$ cat src/rtl/paicore_recv_pkg.sv
// Shared definitions for the PAICORE receive-merge path.
//   recv_state_e     : frame state (RUN, FLUSH, PAD, DONE), exposed on dbg_state
//   WORD_W           : width of one core channel word
//   PAD_WORD_DEFAULT : default padding beat value
//   rr_next()        : round-robin successor index with wrap
package paicore_recv_pkg;

   typedef enum logic [1:0] {
      ST_RUN   = 2'd0,
      ST_FLUSH = 2'd1,
      ST_PAD   = 2'd2,
      ST_DONE  = 2'd3
   } recv_state_e;

   localparam int          WORD_W           = 32;
   localparam logic [63:0] PAD_WORD_DEFAULT = 64'h0;

   // Index following cur in a ring of n entries.
   function automatic int rr_next(input int cur, input int n);
      return (cur + 1 >= n) ? 0 : cur + 1;
   endfunction

endpackage

$ cat src/rtl/paicore_recv_chan_pack.sv
// One core output channel: request synchroniser, 4-phase acknowledge and
// a pack register that gathers WORD_RATIO words into one output beat.
//   clk, rst_n    : clock, asynchronous active-low reset
//   en            : channel enable; a disabled channel never acknowledges
//   request, din  : asynchronous 4-phase request and its 32-bit word
//   acknowledge   : 4-phase acknowledge back to the core
//   grant         : pack consumed by the arbiter this cycle
//   pack_data     : gathered words, slot 0 in the LSBs, unused slots zero
//   pack_full     : all WORD_RATIO slots filled
//   pack_partial  : at least one slot filled, not full
module paicore_recv_chan_pack
   import paicore_recv_pkg::*;
#(
   parameter int WORD_RATIO  = 2,
   parameter int SYNC_STAGES = 2
) (
   input  logic                           clk,
   input  logic                           rst_n,
   input  logic                           en,
   input  logic                           request,
   input  logic [WORD_W-1:0]              din,
   input  logic                           grant,
   output logic                           acknowledge,
   output logic [WORD_RATIO*WORD_W-1:0]   pack_data,
   output logic                           pack_full,
   output logic                           pack_partial
);

   localparam int KW = $clog2(WORD_RATIO + 1);

   logic [SYNC_STAGES-1:0]          sync_q;
   logic [KW-1:0]                   cnt_q;
   logic [WORD_RATIO*WORD_W-1:0]    pack_q;
   logic                            ack_q;
   logic                            sync_req;
   logic                            capture;

   assign sync_req     = sync_q[SYNC_STAGES-1];
   assign pack_full    = (cnt_q == KW'(WORD_RATIO));
   assign pack_partial = (cnt_q != '0) && !pack_full;
   // A full pack holds off the acknowledge so the core stalls until the
   // arbiter takes the pack. A capture is also skipped in the grant cycle
   // so the clear and the write never collide; it happens one cycle later.
   assign capture      = en && sync_req && !ack_q && !pack_full && !grant;

   assign acknowledge  = ack_q;
   assign pack_data    = pack_q;

   always_ff @(posedge clk or negedge rst_n) begin
      if (!rst_n) begin
         sync_q <= '0;
      end else begin
         sync_q <= {sync_q[SYNC_STAGES-2:0], request};
      end
   end

   always_ff @(posedge clk or negedge rst_n) begin
      if (!rst_n) begin
         cnt_q  <= '0;
         pack_q <= '0;
         ack_q  <= 1'b0;
      end else begin
         if (grant) begin
            // Clearing the data keeps unused upper slots zero for partial flushes.
            cnt_q  <= '0;
            pack_q <= '0;
         end else if (capture) begin
            for (int s = 0; s < WORD_RATIO; s++) begin
               if (int'(cnt_q) == s) pack_q[s*WORD_W +: WORD_W] <= din;
            end
            cnt_q <= cnt_q + KW'(1);
         end

         if (capture) begin
            ack_q <= 1'b1;
         end else if (!sync_req && ack_q) begin
            ack_q <= 1'b0;
         end
      end
   end

endmodule

$ cat src/rtl/paicore_recv_merge.sv
// PAICORE receive merge: gathers 32-bit words from CHANNEL asynchronous
// 4-phase core channels into DATA_WIDTH beats, round-robins the enabled
// channels onto one AXI-Stream master, pads each frame to oFrameNumMax
// beats and marks the final beat with tlast.
//   m_axis_aclk, m_axis_aresetn : clock, asynchronous active-low reset
//   ien                         : per-channel enable
//   oFrameNumMax                : beats per frame, 0 = no padding
//   request, din, acknowledge   : per-channel 4-phase word interface
//   i_recv_done                 : end-of-receive pulse, starts the flush
//   m_axis_t*                   : AXI-Stream master
//   snn_out_hsked, read_hsked   : data-beat / any-beat handshake pulses
//   beat_cnt                    : beats handshaked in the current frame
//   o_rx_done                   : one-cycle pulse when a frame completes
//   dbg_state                   : current frame state
//
// Stream handshake: a beat transfers at a rising edge where tvalid and
// tready are both high. Once tvalid is raised it stays high, and tdata and
// tlast stay unchanged, until that transfer happens; tready may toggle freely.
module paicore_recv_merge
   import paicore_recv_pkg::*;
#(
   parameter int          CHANNEL     = 4,
   parameter int          DATA_WIDTH  = 64,
   parameter int          SYNC_STAGES = 2,
   parameter logic [63:0] PAD_WORD    = PAD_WORD_DEFAULT
) (
   input  logic                        m_axis_aclk,
   input  logic                        m_axis_aresetn,
   input  logic [CHANNEL-1:0]          ien,
   input  logic [31:0]                 oFrameNumMax,
   input  logic [CHANNEL-1:0]          request,
   input  logic [CHANNEL*WORD_W-1:0]   din,
   output logic [CHANNEL-1:0]          acknowledge,
   input  logic                        i_recv_done,
   input  logic                        m_axis_tready,
   output logic [DATA_WIDTH-1:0]       m_axis_tdata,
   output logic                        m_axis_tvalid,
   output logic                        m_axis_tlast,
   output logic                        snn_out_hsked,
   output logic                        read_hsked,
   output logic [31:0]                 beat_cnt,
   output logic                        o_rx_done,
   output recv_state_e                 dbg_state
);

   localparam int WORD_RATIO = DATA_WIDTH / WORD_W;
   localparam int PW         = (CHANNEL > 1) ? $clog2(CHANNEL) : 1;

   logic [DATA_WIDTH-1:0] pack_data [CHANNEL];
   logic [CHANNEL-1:0]    pack_full;
   logic [CHANNEL-1:0]    pack_partial;
   logic [CHANNEL-1:0]    grant_vec;

   recv_state_e           state_q;
   logic [PW-1:0]         rr_ptr_q;
   logic [31:0]           frame_max_q;
   logic                  shadow_ld_q;
   logic [31:0]           loaded_cnt_q;
   logic [31:0]           beat_cnt_q;
   logic                  last_pend_q;
   logic                  o_rx_done_q;
   logic                  out_valid_q;
   logic                  out_last_q;
   logic                  out_is_data_q;
   logic [DATA_WIDTH-1:0] out_data_q;

   logic [CHANNEL-1:0]    eligible;
   logic                  arb_en;
   logic                  found;
   logic                  grant_valid;
   int                    grant_idx;
   int                    idx;
   logic [31:0]           frame_max;
   logic [31:0]           next_cnt;
   logic                  load_ok;
   logic                  hs;
   logic                  pad_load;
   logic                  data_last;
   logic                  pad_last;
   logic [DATA_WIDTH-1:0] pad_beat;

   for (genvar c = 0; c < CHANNEL; c++) begin : g_chan
      paicore_recv_chan_pack #(
         .WORD_RATIO  (WORD_RATIO),
         .SYNC_STAGES (SYNC_STAGES)
      ) u_pack (
         .clk          (m_axis_aclk),
         .rst_n        (m_axis_aresetn),
         .en           (ien[c]),
         .request      (request[c]),
         .din          (din[c*WORD_W +: WORD_W]),
         .grant        (grant_vec[c]),
         .acknowledge  (acknowledge[c]),
         .pack_data    (pack_data[c]),
         .pack_full    (pack_full[c]),
         .pack_partial (pack_partial[c])
      );
   end

   // The padding word is repeated or truncated to the beat width.
   always_comb begin
      pad_beat = '0;
      for (int b = 0; b < DATA_WIDTH; b++) pad_beat[b] = PAD_WORD[b % 64];
   end

   // The frame length is taken live in the first RUN cycle so a beat loaded
   // in that same cycle already sees the new value.
   assign frame_max = shadow_ld_q ? oFrameNumMax : frame_max_q;
   assign next_cnt  = loaded_cnt_q + 32'd1;
   assign load_ok   = !out_valid_q || m_axis_tready;
   assign hs        = out_valid_q && m_axis_tready;
   assign data_last = (frame_max != 32'd0) && (next_cnt == frame_max);
   assign pad_last  = (frame_max == 32'd0) || (next_cnt == frame_max);
   assign pad_load  = (state_q == ST_PAD) && !last_pend_q && load_ok;

   // Round-robin arbiter. Partial packs only compete while flushing; once
   // the tlast beat is loaded nothing more is granted until DONE is left.
   always_comb begin
      eligible    = ien & (pack_full | (pack_partial & {CHANNEL{state_q == ST_FLUSH}}));
      arb_en      = load_ok && !last_pend_q && (state_q == ST_RUN || state_q == ST_FLUSH);
      found       = 1'b0;
      grant_idx   = 0;
      idx         = int'(rr_ptr_q);
      for (int i = 0; i < CHANNEL; i++) begin
         if (!found && eligible[idx]) begin
            found     = 1'b1;
            grant_idx = idx;
         end
         idx = rr_next(idx, CHANNEL);
      end
      grant_valid = found && arb_en;
      for (int c = 0; c < CHANNEL; c++) grant_vec[c] = grant_valid && (grant_idx == c);
   end

   always_ff @(posedge m_axis_aclk or negedge m_axis_aresetn) begin
      if (!m_axis_aresetn) begin
         state_q       <= ST_RUN;
         rr_ptr_q      <= '0;
         frame_max_q   <= '0;
         shadow_ld_q   <= 1'b1;
         loaded_cnt_q  <= '0;
         beat_cnt_q    <= '0;
         last_pend_q   <= 1'b0;
         o_rx_done_q   <= 1'b0;
         out_valid_q   <= 1'b0;
         out_last_q    <= 1'b0;
         out_is_data_q <= 1'b0;
         out_data_q    <= '0;
      end else begin
         shadow_ld_q <= 1'b0;
         o_rx_done_q <= 1'b0;
         if (shadow_ld_q) frame_max_q <= oFrameNumMax;

         // 1-deep output register, reloaded in the handshake cycle so full
         // throughput has no bubbles.
         if (grant_valid) begin
            out_valid_q   <= 1'b1;
            out_data_q    <= pack_data[grant_idx];
            out_last_q    <= data_last;
            out_is_data_q <= 1'b1;
            loaded_cnt_q  <= next_cnt;
            rr_ptr_q      <= PW'(rr_next(grant_idx, CHANNEL));
            if (data_last) last_pend_q <= 1'b1;
         end else if (pad_load) begin
            out_valid_q   <= 1'b1;
            out_data_q    <= pad_beat;
            out_last_q    <= pad_last;
            out_is_data_q <= 1'b0;
            loaded_cnt_q  <= next_cnt;
            if (pad_last) last_pend_q <= 1'b1;
         end else if (hs) begin
            out_valid_q   <= 1'b0;
         end

         if (hs) beat_cnt_q <= beat_cnt_q + 32'd1;

         case (state_q)
            ST_RUN: begin
               if (hs && out_last_q) begin
                  state_q     <= ST_DONE;
                  o_rx_done_q <= 1'b1;
               end else if (i_recv_done && !last_pend_q && !(grant_valid && data_last)) begin
                  state_q <= ST_FLUSH;
               end
            end
            ST_FLUSH: begin
               if (hs && out_last_q) begin
                  state_q     <= ST_DONE;
                  o_rx_done_q <= 1'b1;
               end else if (!last_pend_q && eligible == '0) begin
                  state_q <= ST_PAD;
               end
            end
            ST_PAD: begin
               if (hs && out_last_q) begin
                  state_q     <= ST_DONE;
                  o_rx_done_q <= 1'b1;
               end
            end
            ST_DONE: begin
               state_q      <= ST_RUN;
               beat_cnt_q   <= '0;
               loaded_cnt_q <= '0;
               last_pend_q  <= 1'b0;
               shadow_ld_q  <= 1'b1;
            end
            default: state_q <= ST_RUN;
         endcase
      end
   end

   assign m_axis_tdata  = out_data_q;
   assign m_axis_tvalid = out_valid_q;
   assign m_axis_tlast  = out_last_q;
   assign read_hsked    = hs;
   assign snn_out_hsked = hs && out_is_data_q;
   assign beat_cnt      = beat_cnt_q;
   assign o_rx_done     = o_rx_done_q;
   assign dbg_state     = state_q;

endmodule

$ cat config.mk
export PLATFORM = sky130hd
export DESIGN_NAME = paicore_recv_merge
export DESIGN_NICKNAME = d
export VERILOG_FILES = /design/src/rtl/paicore_recv_pkg.sv /design/src/rtl/paicore_recv_chan_pack.sv /design/src/rtl/paicore_recv_merge.sv
export SDC_FILE = /design/constraint.sdc
export NUM_CORES = 1
export LEC_CHECK = 0
export CAP_MARGIN = 5
export CORE_UTILIZATION = 50
export CTS_CLUSTER_DIAMETER = 60
export DETAILED_ROUTE_END_ITERATION = 10
export PLACE_DENSITY = 0.82
export SYNTH_ARGS = -nofsm -noshare
export SYNTH_HDL_FRONTEND = slang
export SYNTH_SLANG_ARGS = --single-unit
$ cat constraint.sdc
create_clock -name m_axis_aclk -period 4.26 [get_ports m_axis_aclk]
set_input_delay 1.065 -clock m_axis_aclk [delete_from_list [all_inputs] [get_ports m_axis_aclk]]
set_output_delay 1.065 -clock m_axis_aclk [all_outputs]
set_load 0.02 [all_outputs]
==> results of run 1 <==
-- synthesized netlist by cell type (all sizes together), types with 5 or more instances --
| library cell | instances | area (µm²) |
|---|---|---|
| xnor2 | 39 | 342 |
| nor4bb | 5 | 50.1 |
| xor2 | 68 | 596 |
| nand2 | 630 | 2370 |
| o221ai | 65 | 569 |
| or3 | 5 | 31.3 |
| ha | 27 | 338 |
| clkbuf | 83 | 312 |
| o211ai | 10 | 80.1 |
| a31oi | 5 | 52.6 |
| and2 | 16 | 103 |
| and3 | 13 | 81.3 |
| nand4 | 21 | 131 |
| and4 | 10 | 87.6 |
| nor4 | 16 | 128 |
| nor3 | 19 | 95.1 |
| mux2i | 145 | 1450 |
| o21ai | 32 | 160 |
| nand3 | 32 | 165 |
| dfrtp | 445 | 11100 |
| inv | 41 | 154 |
| a21oi | 274 | 1380 |
| nor2 | 109 | 412 |
| mux2 | 26 | 300 |
| o21bai | 6 | 45.0 |
| o2111ai | 9 | 78.8 |
| buf | 70 | 470 |
-- power groups by stage --
stage / sequential (mW) / clock (mW) / combinational (mW)
3_5_place_dp: 6.55 / 0 / 9.30
2_1_floorplan: 6.45 / 0 / 6.58
5_1_grt: 6.66 / 4.65 / 10.2
6_report: 6.52 / 4.42 / 9.42
4_1_cts: 6.50 / 4.48 / 9.36
3_3_place_gp: 6.48 / 0 / 9.02
-- logic make-up (layout without fill, tap and decap cells) --
kind of cell / Yosys count / in the layout / share of synthesized area (%)
and+or+nand+nor: 895 / 895 / 17.6
DFF: 446 / 446 / 51.7
AOI/OAI and AO/OA: 418 / 418 / 11.7
buffers and inverters: 194 / 462 / 4.33
muxes: 174 / 174 / 8.43
xor gates and xnor gates: 109 / 109 / 4.55
adders and majority gates: 28 / 28 / 1.66
other: 0 / 3 / 0
-- worst max-delay path, delay by kind of cell (launching register included) --
kind	cells	cell delay, ns
compound gates	3	0.61
fa+ha+maj	2	0.83
flops	1	0.38
buf+inv	3	0.63
mux	2	0.62
simple gates	4	0.76
-- layout make-up --
class	count	area, µm²
multi-input combinational	1624	9540
timing repair buffer	330	3390
fill	3357	15600
inverter	41	154
tap	539	674
clock inverter	23	264
sequential	446	11200
antenna	3	7.51
clock buffer	68	1440
-- state kept, by name, summed over array words and instances (netlist names) --
signal	count
g_chan.u_pack.pack_data	256
m_axis_tdata	64
beat_cnt	32
frame_max_q	32
loaded_cnt_q	32
g_chan.u_pack.cnt_q	8
g_chan.u_pack.sync_q	8
g_chan.u_pack.acknowledge	4
dbg_state	2
rr_ptr_q	2
last_pend_q	1
m_axis_tlast	1
m_axis_tvalid	1
o_rx_done	1
out_is_data_q	1
shadow_ld_q	1
-- worst max-delay path by stage --
| stage | endpoint | cells after the start | from | slack [ns] |
|---|---|---|---|---|
| after floorplan | g_chan[0].u_pack.pack_data[26] | 19 | rr_ptr_q[0] | 0.32 |
| after global placement | m_axis_tdata[57] | 9 | ien[2] | 0.32 |
| after detailed placement | m_axis_tdata[56] | 9 | ien[2] | 0.24 |
| after CTS | m_axis_tdata[56] | 14 | rr_ptr_q[0] | 0.26 |
| after global routing | m_axis_tdata[56] | 14 | rr_ptr_q[1] | 0.004 |
| final | m_axis_tdata[56] | 14 | rr_ptr_q[0] | 0.26 |
-- layer usage --
layer,share of wire [%],vias up,global-route usage (%)
met5,0.20,-,0
met4,4.6,18,14.7
met3,9.3,212,7.00
met2,47,888,48.2
met1,39,8848,37.7
li1,-,8170,-
-- through the flow --
stage          utilization, %  hold WS (ns)  power [mW]  worst slack [ns]  std cells
2_1_floorplan               -         0.331        13.0             0.318       2264
5_1_grt                  63.0         0.355        21.5           0.00383       3072
3_3_place_gp             59.0         0.338        15.5             0.318       2980
3_5_place_dp             59.0         0.337        15.8             0.239       2980
6_report                 63.1         0.350        20.4             0.260       3074
4_1_cts                  63.0         0.353        20.3             0.264       3071
==> impl_metrics.json, run 1 <==
{
  "cts_resized": 0,
  "tns_ns": 0,
  "die_h_um": 210,
  "slew_violations": 0,
  "gp_congestion": 0.932,
  "max_freq_mhz": 250,
  "ys_async_sr_fraction_pct": 100,
  "end_kind": "register",
  "post_dp_cell_area_mm2": 0.0249,
  "die-area_mm2": 0.0440,
  "cap_violations": 0,
  "synth_nets": 2464,
  "rsz0062_at_grt": "false",
  "hold_class": "register to register",
  "vias_per_cell": 5.90,
  "power.ir.vdd_worst_uv": 739,
  "cts_made_buffers": 49,
  "regToRegSetupSlack_ns": 0.26,
  "reg2reg_to": "m_axis_tdata[56]",
  "synth.avg_cell_area_um2": 9.54,
  "grtUsageTotal_pct": 29.8,
  "path_cells": "ha_1 -> nor2_1 -> inv_2 -> fa_1 -> nor3_1 -> nor2_1 -> o32ai_4 -> nor2_2 -> mux2_4 -> o211ai_4 -> buf_12 -> buf_12 -> mux2i_1 -> o221ai_1",
  "grt-ovfl-total": 0,
  "grt_max_degree": 86,
  "routed_wirelength_um": 65100,
  "hold_violations": 0,
  "drt_pass1_iterations": 7,
  "start_util_pct": 51.1,
  "critPathKind": "register to register",
  "fin_worst_skew_ns": 0.0290,
  "cp_max_fo": 26,
  "power_density_mw_per_mm2": 765,
  "ys_ff_latch": 446,
  "io_buffers": 278,
  "ys.flop_type": "dfrtp_1",
  "grt_pass1_vias": 18526,
  "post_drt_wl_per_cell_um": 21.2,
  "most-common-layout-cells": "628 x nand2_1, 445 x dfrtp_1, 277 x clkdlybuf4s50_1",
  "slew_headroom_pct": 32.0,
  "setup_viol": 0,
  "grt_pass1_wl_um": 102000,
  "drive_gt1_share_pct": 8.06,
  "switching_share_pct": 40.9,
  "dr.first_iter.drc_count": 1641,
  "synthCells": 2264,
  "dieWidth_um": 210,
  "run_status": "completed",
  "design_area_mm2": 0.0266,
  "clock_path_buffers": 3,
  "slowest_stage": "fa_1",
  "holdPathStages": 0,
  "vias": 18136,
  "pwr-share-clk_pct": 21.7,
  "cts_setup_buffers": 0,
  "hold_path_end": "g_chan[0].u_pack.sync_q[1]",
  "final_common_cell": "nand2_1",
  "nNetsFinal": 2692,
  "r2r_start": "rr_ptr_q[0]",
  "antenna_found_initial": 10,
  "tightest_slew_ns": 1.02,
  "ys_types": 74,
  "htree_levels": 2,
  "worst_ep_arrival_time_ns": 4.43,
  "synth-edff-count": 0,
  "p_leak_nw": 11.4,
  "ff2ff_path_depth": 14,
  "root_buffer": "clkbuf_16",
  "cp.required_ns": 4.69,
  "yosysWarnings": 0,
  "cts_tree": "yes",
  "p_comb_share_pct": 46.3,
  "core-area_mm2": 0.0422,
  "p_sw_mw": 8.32,
  "timing.final.crit_share_pct": 93.9,
  "rows": 75,
  "ios": 279,
  "layout_min_cycle_time_ns": 4.00,
  "cpPeakStageDelay_ns": 0.59,
  "seq_power_share_pct": 32.0,
  "dp_hpwl_um": 43200,
  "clkSlewWorstSetupHoldPaths_ns": 0.06,
  "yosysSeqAreaShare_pct": 51.7,
  "min_from": "g_chan[0].u_pack.sync_q[0]",
  "hold_buffers": 0,
  "drc": 0,
  "antenna_left": 0,
  "power.internal_mw": 12.0,
  "area.growth.synth_to_final_pct": 23.3,
  "critPathLaunchType": "register",
  "clock_latency_ns": 0.61,
  "cts.sinks": 446,
  "syn_area_mm2": 0.0216
}
Note: power is estimated with default switching activity, not from simulation.
==> run 2: changes to the inputs <==
PLACE_DENSITY = 0.86   (was 0.82)
==> run 2 against run 1 <==
Effect of this change:
- global-route usage is 0.58 points higher
- via count is 2.1% higher
- clock power is 4.5% lower
- utilization is 0.37 points lower
- clock skew is 0.0056 ns higher
- sequential cell count stayed put
- count of clock-buffer cells in the layout stayed put
- worst setup slack worse by 0.10 ns
- worst hold slack worse by 0.0024 ns
- final area is 0.59% lower
- combinational power is 1% higher
- critical path depth is 1 lower
- largest power group unchanged
==> impl_metrics.json, run 2 (synthesis results as in run 1) <==
{
  "switching_share_pct": 41.5,
  "grtUsageTotal_pct": 30.4,
  "ios": 279,
  "largest_reg_flops": 256,
  "start_util_pct": 51.1,
  "timing.final.crit_share_pct": 96.3,
  "p_leak_nw": 11.4,
  "tns_ns": 0,
  "area.growth.synth_to_final_pct": 22.6,
  "antenna_left": 0,
  "drive_gt1_share_pct": 7.62,
  "seq_power_share_pct": 32.0,
  "rsz0062_at_grt": "false",
  "hold_class": "register to register",
  "gp_congestion": 0.895,
  "clkSlewWorstSetupHoldPaths_ns": 0.06,
  "grt_pass1_vias": 18802,
  "dp_hpwl_um": 42900,
  "grt-ovfl-total": 0,
  "p_sw_mw": 8.41,
  "fin_ws_ns": 0.156,
  "grt_max_degree": 102,
  "hold_buffers": 0,
  "slew_violations": 0,
  "slowest_stage": "fa_1",
  "root_buffer": "clkbuf_16",
  "p_comb_share_pct": 47.1,
  "end_kind": "register",
  "tightest_slew_ns": 0.949,
  "hold_violations": 0,
  "power_mw": 20.3,
  "clock_path_buffers": 3,
  "cp_max_fo": 35,
  "nNetsFinal": 2685,
  "fin_worst_skew_ns": 0.0346,
  "io_buffers": 278,
  "htree_levels": 2,
  "max_freq_mhz": 244,
  "worst_ep_arrival_time_ns": 4.54,
  "slew_headroom_pct": 36.7,
  "dp_slack_ns": 0.146,
  "vias_per_cell": 6.04,
  "critPathLaunchType": "register",
  "cap_violations": 0,
  "path_cells": "ha_1 -> nor2_2 -> inv_2 -> fa_1 -> nand3b_1 -> a211oi_4 -> nor2_4 -> mux2_4 -> o211ai_4 -> buf_12 -> buf_16 -> mux2i_1 -> o221ai_1",
  "antenna_found_initial": 10,
  "post_drt_wl_per_cell_um": 21.9,
  "power.ir.vdd_worst_uv": 559,
  "clock_latency_ns": 0.60,
  "die-area_mm2": 0.0440,
  "cp.required_ns": 4.70,
  "drc": 0,
  "cp_top_family": "compound AO/OA/AOI/OAI gates",
  "pwr-share-clk_pct": 20.8,
  "cpPeakStageDelay_ns": 0.53,
  "cp.buffers_inverters": 3,
  "routed_wirelength_um": 67200,
  "setup_viol": 0,
  "drt_pass1_iterations": 6,
  "core-area_mm2": 0.0422,
  "run_status": "completed",
  "rows": 75,
  "final_util_pct": 62.7,
  "dr.first_iter.drc_count": 1640,
  "cts_tree": "yes",
  "critPathKind": "register to register",
  "cts.sinks": 446,
  "dieWidth_um": 210,
  "power_density_mw_per_mm2": 765,
  "power.internal_mw": 11.8,
  "vias": 18514,
  "grt_pass1_wl_um": 104000,
  "layout_min_cycle_time_ns": 4.10,
  "final_common_cell": "nand2_1",
  "die_h_um": 210,
  "most-common-layout-cells": "628 x nand2_1, 445 x dfrtp_1, 277 x clkdlybuf4s50_1",
  "cts_made_buffers": 46
}
-- run 2: repair_timing --
action / 4_1_cts / 5_1_grt
gates resized for setup: 0 / 4
buffers inserted: 0 / 2
setup endpoints to repair: 0 / 15
-- run 2: worst paths after layout --
check,from,slack [ns],cells past startpoint,to
worst max-delay path,rr_ptr_q[0],0.16,13,m_axis_tdata[21]
worst min-delay path,g_chan[3].u_pack.sync_q[0],0.35,0,g_chan[3].u_pack.sync_q[1]
worst max register to register,rr_ptr_q[0],0.16,13,m_axis_tdata[21]
worst min register to register,g_chan[3].u_pack.sync_q[0],0.35,0,g_chan[3].u_pack.sync_q[1]
max in group asynchronous,m_axis_aresetn,2.68,2,g_chan[2].u_pack.pack_data[4]
min in group asynchronous,m_axis_aresetn,0.49,1,g_chan[2].u_pack.pack_data[58]
-- run 2: stage by stage --
| step | hold slack, ns | cell area (µm²) | std cells |
|---|---|---|---|
| 2_1_floorplan | 0.331 | 21600 | 2264 |
| 3_3_place_gp | 0.339 | 24800 | 2974 |
| 3_5_place_dp | 0.337 | 24800 | 2974 |
| 4_1_cts | 0.352 | 26400 | 3058 |
| 5_1_grt | 0.355 | 26500 | 3060 |
| 6_report | 0.348 | 26500 | 3064 |
-- run 2: cell type report --
cell class,instances,area [µm²]
Multi-Input combinational cell,1624,9550
Sequential cell,446,11200
Inverter,41,154
Clock inverter,16,185
Tap cell,539,674
Antenna cell,4,10.0
Timing Repair Buffer,326,3330
Fill cell,3304,15800
Clock buffer,68,1410
-- run 2: power groups by stage --
stage | registers [mW] | clock network, mW | logic, mW
after detailed placement | 6.51 | 0 | 9.26
after CTS | 6.47 | 4.25 | 9.33
after global placement | 6.43 | 0 | 8.95
after global routing | 6.62 | 4.43 | 10.2
after floorplan | 6.45 | 0 | 6.58
final | 6.49 | 4.22 | 9.54
-- run 2: routing by layer --
metal  wire length, µm  track usage [%]
met1             26000             38.4
met2             31800             49.7
met3              6550             7.95
met4              2690             12.8
met5               112                0
==> run 3: changes to the inputs <==
CTS_CLUSTER_SIZE = 16   (was unset)
MAX_ROUTING_LAYER = met4   (was unset)
RECOVER_POWER = 100   (was unset)
==> run 3 against run 2 <==
Effect of this change:
- the run now ends with max-capacitance violations, max-slew violations left
- final area down 1.8%
- utilization down 1.1 points
- cell count down 0.49%
- first-iteration DRC count up 21%
- sequential cell count unchanged
- worst setup slack better by 0.052 ns
- sequential power about the same
- critical endpoint is now g_chan[1].u_pack.pack_data[50]
- largest power group unchanged
==> impl_metrics.json, run 3 (synthesis results as in run 1) <==
{
  "run_status": "finished with violations",
  "violations": "max-capacitance violations, max-slew violations",
  "final_common_cell": "nand2_1",
  "crit_path_start": "rr_ptr_q[1]",
  "drive_gt1_share_pct": 5.61,
  "cts_made_buffers": 37,
  "setup_viol": 0,
  "dpl.cell_count": 2979,
  "area.growth.synth_to_final_pct": 20.4,
  "fin_ws_ns": 0.208,
  "io_buffers": 278,
  "seq_power_share_pct": 33.5,
  "p_leak_nw": 11.4,
  "topRoutingLayerUsed": "met4",
  "grt_pass1_wl_um": 102000,
  "die_h_um": 210,
  "cp_top_family": "adder cells",
  "tns_ns": 0,
  "drc": 0,
  "rsz0062_at_grt": "false",
  "root_buffer": "clkbuf_16",
  "most-common-layout-cells": "628 x nand2_1, 445 x dfrtp_1, 273 x a21oi_1",
  "layout_min_cycle_time_ns": 4.05,
  "wl_met3_um": 6700,
  "critPathLaunchType": "register",
  "rows": 75,
  "cap_violations": 3,
  "dr.first_iter.drc_count": 1989,
  "grt_pass1_vias": 18209,
  "htree_levels": 2,
  "slew_violations": 195,
  "worst_ep_arrival_time_ns": 4.54,
  "cts_setup_buffers": 0,
  "post_drt_wl_per_cell_um": 21.4,
  "hold_path_end": "g_chan[1].u_pack.sync_q[1]",
  "cts.sinks": 446,
  "grt_max_degree": 98,
  "switching_share_pct": 42.5,
  "reg2reg_to": "g_chan[1].u_pack.pack_data[50]",
  "hold_violations": 0,
  "die-area_mm2": 0.0440,
  "slew_headroom_pct": -100,
  "regToRegSetupSlack_ns": 0.21,
  "stdcell_count": 3049,
  "antenna_left": 0,
  "clock_latency_ns": 0.58,
  "power.internal_mw": 11.1,
  "cts_resized": 0,
  "clock_path_buffers": 3,
  "p_comb_share_pct": 48.5,
  "dp_slack_ns": 0.245,
  "min_from": "g_chan[1].u_pack.sync_q[0]",
  "antenna_found_initial": 13,
  "p_sw_mw": 8.20,
  "hold_class": "register to register",
  "hold_buffers": 0,
  "power_density_mw_per_mm2": 742,
  "start_util_pct": 51.1,
  "wl_met1_um": 25200,
  "route.met2.wl_um": 30500,
  "pwr-share-clk_pct": 18.1,
  "path_cells": "ha_1 -> nor2_1 -> inv_2 -> fa_1 -> nand3b_1 -> a211oi_2 -> nor2_1 -> mux2_4 -> o211ai_4 -> inv_2 -> ha_1 -> and2_2 -> clkbuf_4 -> a21oi_1",
  "slowest_stage": "fa_1",
  "dieWidth_um": 210,
  "ios": 279,
  "critPathKind": "register to register",
  "ff2ff_path_depth": 14,
  "fin_worst_skew_ns": 0.0293,
  "holdPathStages": 0,
  "clkSlewWorstSetupHoldPaths_ns": 0.07,
  "final_util_pct": 61.6,
  "tightest_slew_ns": 3.00,
  "dp_hpwl_um": 42800,
  "cts_tree": "yes",
  "gp_congestion": 0.938,
  "nNetsFinal": 2679,
  "grt-ovfl-total": 0,
  "drt_pass1_iterations": 5,
  "routed_wirelength_um": 65300,
  "largest_reg_flops": 256,
  "vias": 18121,
  "cpPeakStageDelay_ns": 0.54,
  "cp.required_ns": 4.75,
  "r2r_start": "rr_ptr_q[1]",
  "vias_per_cell": 5.94,
  "power.ir.vdd_worst_uv": 590,
  "timing.final.crit_share_pct": 95.1,
  "end_kind": "register",
  "cp_max_fo": 32,
  "cp.buffers_inverters": 3,
  "max_freq_mhz": 247,
  "grtUsageTotal_pct": 30.7,
  "power_mw": 19.3,
  "core-area_mm2": 0.0422
}
[run 3: cell types whose count changed in the layout (fill, tap and decap cells not counted), moves of 9 or more]
cell	delta
diode_2	+9
clkbuf_8	-14
clkbuf_16	-10
clkdlybuf4s50_1	-111
mux2_2	-20
dlygate4sd3_1	+111
mux2_1	+20
[run 3: per-stage QoR]
step,cell area [µm²],hold WS (ns)
2_1_floorplan,21600,0.331
3_3_place_gp,24900,0.343
3_5_place_dp,24900,0.340
4_1_cts,26100,0.357
5_1_grt,26000,0.360
6_report,26000,0.351
[run 3: power groups by stage]
| stage | Sequential, mW | Combinational (mW) | Clock [mW] |
|---|---|---|---|
| 3_5_place_dp | 6.51 | 9.37 | 0 |
| 5_1_grt | 6.60 | 10.0 | 3.69 |
| 4_1_cts | 6.45 | 9.43 | 3.53 |
| 6_report | 6.46 | 9.34 | 3.48 |
| 2_1_floorplan | 6.45 | 6.58 | 0 |
| 3_3_place_gp | 6.43 | 9.10 | 0 |
[run 3: worst max-delay path by stage]
stage,endpoint,slack (ns),cells past startpoint
final,g_chan[1].u_pack.pack_data[50],0.21,14
after global routing,g_chan[2].u_pack.pack_data[2],0.02,13
after CTS,m_axis_tdata[27],0.24,13
after detailed placement,g_chan[3].u_pack.pack_data[16],0.25,11
after global placement,g_chan[3].u_pack.pack_data[49],0.27,13
after floorplan,g_chan[0].u_pack.pack_data[26],0.32,19
[run 3: per-layer routing]
| metal | track usage (%) | up-vias |
|---|---|---|
| met5 | - | - |
| met4 | 12.6 | 0 |
| met3 | 6.99 | 196 |
| met2 | 47.6 | 988 |
| met1 | 38.9 | 8807 |
| li1 | - | 8130 |
[run 3: layout make-up]
class | instances | area [µm²]
inverters | 41 | 154
clock inverters | 14 | 221
flip-flops and latches | 446 | 11200
multi-input cells | 1624 | 9530
clock buffers | 43 | 958
well taps | 539 | 674
fillers | 3407 | 16200
diodes | 13 | 32.5
repair buffers | 329 | 3270
